<file path="config.mk">
export PLATFORM = sky130hd
export DESIGN_NAME = mem_arbiter
export DESIGN_NICKNAME = d
export VERILOG_FILES = /design/src/rtl/mem_arb_pkg.sv /design/src/rtl/timeout_cnt.sv /design/src/rtl/mem_arbiter.sv
export SDC_FILE = /design/constraint.sdc
export NUM_CORES = 1
export LEC_CHECK = 0
export CORE_MARGIN = 2
export CORE_UTILIZATION = 42
export DETAILED_ROUTE_END_ITERATION = 6
export PLACE_DENSITY = 0.87
export SLEW_MARGIN = 10
export SYNTH_ARGS = -nofsm -noshare
export SYNTH_HDL_FRONTEND = slang
export SYNTH_SLANG_ARGS = --single-unit
</file>
<file path="constraint.sdc">
create_clock -name clk -period 2.1 [get_ports clk]
set_clock_uncertainty 0.05 [all_clocks]
set_input_delay 0.42 -clock clk [delete_from_list [all_inputs] [get_ports clk]]
set_output_delay 0.42 -clock clk [all_outputs]
set_load 0.01 [all_outputs]
</file>
<file path="src/rtl/mem_arb_pkg.sv">
// Shared types and constants for the two-port (instruction/data) memory arbiter.
package mem_arb_pkg;

    typedef enum logic [1:0] {
        StIdle,
        StReq,
        StResp
    } arb_state_e;

    typedef enum logic {
        ReqInst,
        ReqData
    } req_id_e;

    localparam int unsigned DefaultTimeout = 255;

    // Request captured when arbitration is decided; drives the memory bus.
    typedef struct packed {
        req_id_e     id;
        logic        we;
        logic [31:0] addr;
        logic [31:0] wdata;
    } mem_req_t;

    // Under contention prefer_inst picks the instruction port; otherwise the lone requester wins.
    function automatic req_id_e arb_winner(input logic inst_v, input logic data_v,
                                           input logic prefer_inst);
        if (inst_v && data_v) begin
            return prefer_inst ? ReqInst : ReqData;
        end
        return data_v ? ReqData : ReqInst;
    endfunction

endpackage

</file>
<file path="src/rtl/timeout_cnt.sv">
// Response-wait counter: cleared on entry to the response phase, counts cycles without a response.
module timeout_cnt #(
    parameter int unsigned Limit = 255
) (
    input  logic clk,
    input  logic rst,
    input  logic clear,
    input  logic enable,
    output logic expired
);

    localparam logic [15:0] LastCnt = 16'(Limit - 1);

    logic [15:0] cnt_q, cnt_d;

    always_comb begin
        cnt_d = cnt_q;
        if (clear) begin
            cnt_d = '0;
        end else if (enable) begin
            cnt_d = cnt_q + 16'd1;
        end
    end

    // High in the cycle whose increment makes the count reach Limit.
    assign expired = enable && (cnt_q == LastCnt);

    always_ff @(posedge clk) begin
        if (rst) begin
            cnt_q <= '0;
        end else begin
            cnt_q <= cnt_d;
        end
    end

endmodule

</file>
<file path="src/rtl/mem_arbiter.sv">
// Arbitrates instruction and data requests onto one memory bus (IDLE/REQ/RESP FSM).
// Define MEM_ARB_RR_EN for round-robin arbitration; otherwise data has fixed priority.
module mem_arbiter
    import mem_arb_pkg::*;
#(
    parameter int unsigned TIMEOUT = DefaultTimeout
) (
    input  logic        clk,
    input  logic        rst,
    input  logic        inst_re,
    input  logic [31:0] inst_addr,
    output logic [31:0] inst,
    output logic        inst_ready,
    input  logic        data_access,
    input  logic        data_we,
    input  logic [31:0] data_addr,
    input  logic [31:0] wr_data,
    output logic [31:0] rd_data,
    output logic        data_ready,
    output logic        mem_req,
    output logic        mem_we,
    output logic [31:0] mem_addr,
    output logic [31:0] mem_wdata,
    input  logic        mem_gnt,
    input  logic        mem_rvalid,
    input  logic [31:0] mem_rdata,
    output logic        err
);

    arb_state_e  state_q, state_d;
    mem_req_t    lat_q, lat_d;
    logic        mem_req_q, mem_req_d;
    logic        inst_ready_q, inst_ready_d;
    logic        data_ready_q, data_ready_d;
    logic        err_q, err_d;
    logic [31:0] inst_q, inst_d;
    logic [31:0] rd_data_q, rd_data_d;

    logic        inst_v, data_v;
    logic        prefer_inst;
    req_id_e     winner;
    logic        cnt_clear, cnt_enable, cnt_expired;
    logic [31:0] resp_data;

`ifdef MEM_ARB_RR_EN
    req_id_e last_q, last_d;
    assign prefer_inst = (last_q == ReqData);
`else
    assign prefer_inst = 1'b0;
`endif

    // A requester whose ready is pulsing this cycle is still holding its request; ignore it.
    assign inst_v = inst_re && !inst_ready_q;
    assign data_v = data_access && !data_ready_q;
    assign winner = arb_winner(inst_v, data_v, prefer_inst);

    assign cnt_clear  = (state_q == StReq) && mem_gnt;
    assign cnt_enable = (state_q == StResp) && !mem_rvalid;

    timeout_cnt #(
        .Limit(TIMEOUT)
    ) u_timeout_cnt (
        .clk    (clk),
        .rst    (rst),
        .clear  (cnt_clear),
        .enable (cnt_enable),
        .expired(cnt_expired)
    );

    // Writes and timed-out accesses return zero data.
    assign resp_data = (mem_rvalid && !lat_q.we) ? mem_rdata : 32'd0;

    always_comb begin
        state_d      = state_q;
        lat_d        = lat_q;
        mem_req_d    = mem_req_q;
        inst_ready_d = 1'b0;
        data_ready_d = 1'b0;
        err_d        = 1'b0;
        inst_d       = inst_q;
        rd_data_d    = rd_data_q;
`ifdef MEM_ARB_RR_EN
        last_d       = last_q;
`endif
        unique case (state_q)
            StIdle: begin
                if (inst_v || data_v) begin
                    state_d   = StReq;
                    mem_req_d = 1'b1;
                    lat_d.id  = winner;
                    if (winner == ReqData) begin
                        lat_d.we    = data_we;
                        lat_d.addr  = data_addr;
                        lat_d.wdata = wr_data;
                    end else begin
                        lat_d.we    = 1'b0;
                        lat_d.addr  = inst_addr;
                        lat_d.wdata = 32'd0;
                    end
`ifdef MEM_ARB_RR_EN
                    // Only contention advances the rotation, so the first clash after reset goes to data.
                    if (inst_v && data_v) begin
                        last_d = winner;
                    end
`endif
                end
            end
            StReq: begin
                if (mem_gnt) begin
                    state_d   = StResp;
                    mem_req_d = 1'b0;
                end
            end
            StResp: begin
                if (mem_rvalid || cnt_expired) begin
                    state_d = StIdle;
                    err_d   = !mem_rvalid;
                    if (lat_q.id == ReqData) begin
                        data_ready_d = 1'b1;
                        rd_data_d    = resp_data;
                    end else begin
                        inst_ready_d = 1'b1;
                        inst_d       = resp_data;
                    end
                end
            end
            default: begin
                state_d   = StIdle;
                mem_req_d = 1'b0;
            end
        endcase
    end

    always_ff @(posedge clk) begin
        if (rst) begin
            state_q      <= StIdle;
            lat_q        <= '0;
            mem_req_q    <= 1'b0;
            inst_ready_q <= 1'b0;
            data_ready_q <= 1'b0;
            err_q        <= 1'b0;
            inst_q       <= 32'd0;
            rd_data_q    <= 32'd0;
`ifdef MEM_ARB_RR_EN
            last_q       <= ReqInst;
`endif
        end else begin
            state_q      <= state_d;
            lat_q        <= lat_d;
            mem_req_q    <= mem_req_d;
            inst_ready_q <= inst_ready_d;
            data_ready_q <= data_ready_d;
            err_q        <= err_d;
            inst_q       <= inst_d;
            rd_data_q    <= rd_data_d;
`ifdef MEM_ARB_RR_EN
            last_q       <= last_d;
`endif
        end
    end

    assign mem_req    = mem_req_q;
    assign mem_we     = lat_q.we;
    assign mem_addr   = lat_q.addr;
    assign mem_wdata  = lat_q.wdata;
    assign inst       = inst_q;
    assign inst_ready = inst_ready_q;
    assign rd_data    = rd_data_q;
    assign data_ready = data_ready_q;
    assign err        = err_q;

endmodule

</file>
==> impl_metrics.csv <==
group,metric,value,unit
outcome,status,"finished, final reports clean",
floorplan,die_w,126,um
global_route,track_usage,0.223,
hold_path,hp-start,"rst",
layout,ff_latch_area,3040,um2
logic_synthesis,ys_top_cells_by_count,"dfxtp_1, nand2_1, nor2_1",
layout,fillers,1173,
routing,remaining_drc_errors,0,
layout,fin_nets,1021,
worst_setup_path,crit_type,"flop to output port",
clock_tree,root_buffer,"clkbuf_16",
logic_synthesis,synth_area_leaders,"dfxtp_1, buf_4, o22ai_1",
routing,firstDrtPassIters,4,
power,power.density,783,nW/um2
worst_setup_path,rr_startpoint,"state_q[1]",
routing,antenna_left,0,
floorplan,core,14500,um2
worst_setup_path,crit_arrival,1.42,ns
layout,synthToLayoutAreaGrowth,50.2,%
layout,layout-drive-gt1-share,0.0748,
worst_setup_path,r2r_cells,4,
worst_setup_path,endpoint_kind,"output port",
logic_synthesis,synth-edff-count,0,
floorplan,fp-row-count,44,
logic_synthesis,syn_nets,828,
global_route,grt_pass1_vias,5710,
sta,hold_violations,0,
logic_synthesis,yosysUniqueCellTypes,43,
routing,vias,5734,
clock_tree,cts_buffers,17,
global_route,gr-total-overflow,0,
power,p_leak,3.48,nW
sta,maxSlewHeadroom,0.653,
sta,slew_violations,0,
hold_path,holdPathEnd,"lat_q[65]",
sta,setup_tns,0,ns
logic_synthesis,yosysMostFrequentCell,"dfxtp_1",
power,sw_frac_of_total,0.239,
sta,rsz0062_at_grt,"false",
worst_setup_path,startpoint_type,"flop",
power,pwr-share-clk,0.421,
floorplan,die_h,126,um
worst_setup_path,worstPathCellList,"clkdlybuf4s50_1",
clock_tree,htreeDepth,4,
run,max_cap_viol_count,0,
sta,setup_viol,0,
power,p_seq_frac,0.426,
logic_synthesis,synth_top_area_cell,"dfxtp_1",
clock_tree,post_cts_buffers,0,
routing,drt_wl_total,17800,um
clock_tree,cts.sinks,152,
logic_synthesis,synth_cells,691,
floorplan,initial_core_util,0.429,
logic_synthesis,ys_warn_count,0,
power,irDropWorstVdd,0.000492,V
global_route,antenna_found_initial,0,
place,dpl_cell_area,8740,um2
clock_tree,clockBufferDepth,2,
worst_setup_path,rrSetupSlack,0.31,ns
worst_setup_path,path_max_fanout,3,
routing,detail_route.wl_per_cell,16.5,um
logic_synthesis,syn-cell-area,6210,um2
logic_synthesis,synth_top_area_share,0.490,
power,p_comb_frac,0.153,
sta,fin_crit_sh,0.898,
place,dp_hpwl,12600,um
worst_setup_path,crit_buf_inv,1,
layout,n_antenna_cell,0,
logic_synthesis,ys_seq_area_frac,0.490,
worst_setup_path,required,1.63,ns
place,gp_congestion,0.842,
floorplan,ios,268,
sta,fin_ws,0.214,ns
place,port_buffers,267,
sta,worst_pin_slew,0.519,ns
layout,final_cell_area,9330,um2
power,p_int,0.00556,W
clock_tree,cts_hold_buf,0,
place,place_ws,0.0132,ns
floorplan,die-area,15800,um2
power,p_sw,0.00174,W
global_route,grt_start_max_net_pins,65,
hold_path,holdPathStages,2,
logic_synthesis,ys_seq_elements,152,
hold_path,hold_class,"primary input to flop",
layout,fin_util,0.644,
sta,min_period,1.89,ns
sta,fmax,530,MHz
logic_synthesis,synth_area_per_cell,8.99,um2
routing,drt-initial-drc-count,259,
layout,multi_input_area,2490,um2
clock_tree,cts.clk_slew.worst_paths,0.06,ns
clock_tree,tritoncts,"done",
worst_setup_path,critical-path-slowest-cell,"clkdlybuf4s50_1",
logic_synthesis,synth_flop_cell,"dfxtp_1",
clock_tree,clkLatencyLatePin,0.41,ns
logic_synthesis,synthArstFlopShare,0,
worst_setup_path,worst_path_largest_cell_delay,0.58,ns
worst_setup_path,crit_family,"buffers and inverters",
worst_setup_path,reg2reg_to,"u_timeout_cnt.cnt_q[15]",
clock_tree,ctsResizeCount,0,
routing,avgViaCountPerCell,5.31,
global_route,grt_pass1_wl,28500,um
-- layer usage --
metal / vias up / wire, um / GRT usage
li1: 2740 / - / -
met1: 2691 / 7240 / 0.256
met2: 254 / 8410 / 0.375
met3: 49 / 1470 / 0.0726
met4: 0 / 724 / 0.108
met5: - / 0 / 0
-- area by class of cell --
type	instances	share of cell area
Clock inverter	11	0.0158
Clock buffer	20	0.0479
Sequential cell	152	0.326
Multi-Input combinational cell	420	0.267
Timing Repair Buffer	291	0.317
Tap cell	184	0.0247
Inverter	2	0.000805
-- cell families (layout without fill, tap and decap cells) --
group,after synthesis,after routing,synth area share
AND/OR/NAND/NOR,225,225,0.160
AO/OA/AOI/OAI,152,152,0.167
flip-flops,152,152,0.490
buffers and inverters,119,324,0.115
multiplexers,32,32,0.0516
XOR/XNOR,9,9,0.0127
adder cells (fa/ha/maj),2,2,0.00403
-- flip-flops by register name, summed over array words and instances, names as in the netlist --
signal	cells
data_ready	1
err	1
inst	32
inst_ready	1
lat_q	1
mem_addr	32
mem_req	1
mem_wdata	32
mem_we	1
rd_data	32
state_q	2
u_timeout_cnt.cnt_q	16
-- cells in the final DEF, fill, tap and decap left out, types with 2 or more instances in the layout --
master / n
clkbuf_16: 17
and3_1: 2
clkinv_2: 3
or2b_1: 2
buf_4: 15
a21oi_1: 8
a21oi_2: 2
buf_12: 9
dfxtp_1: 152
nor3_4: 2
mux2i_1: 32
o22ai_1: 65
clkinv_4: 2
o31ai_1: 4
inv_1: 2
a211oi_1: 33
nor2_1: 83
xnor2_1: 2
or4_1: 4
bufinv_16: 3
ha_1: 2
nand4_1: 3
nor3_1: 2
clkbuf_1: 2
or3_1: 3
o21ai_0: 3
a22oi_1: 33
nand3_1: 7
nand2_1: 101
nand2b_1: 2
xor2_1: 7
clkdlybuf4s50_1: 266
inv_6: 2
-- through the flow --
stage	cells	hold WS [ns]	total power, W
detailed placement	1049	0.407	0.00430
global route	1080	0.309	0.00761
global placement	1049	0.393	0.00427
CTS	1080	0.276	0.00738
floorplan	691	0.402	0.00378
finish	1080	0.289	0.00731
-- worst max-delay path by stage --
stage | from | end | depth (start not counted) | slack, ns
finish | mem_we | mem_we | 1 | 0.21
floorplan | state_q[0] | u_timeout_cnt.cnt_q[15] | 5 | 0.41
CTS | mem_we | mem_we | 1 | 0.18
global placement | mem_rvalid | u_timeout_cnt.cnt_q[14] | 5 | 0.05
detailed placement | data_access | mem_addr[16] | 6 | 0.01
global route | mem_we | mem_we | 1 | 0.17
-- power groups by stage --
stage	clock network (W)	logic, W	registers, W
after CTS	0.00314	0.00113	0.00311
after floorplan	0	0.000631	0.00315
after global routing	0.00328	0.00121	0.00313
after global placement	0	0.00110	0.00317
final	0.00308	0.00112	0.00311
after detailed placement	0	0.00112	0.00318
Note: power is estimated with default switching activity, not from simulation.
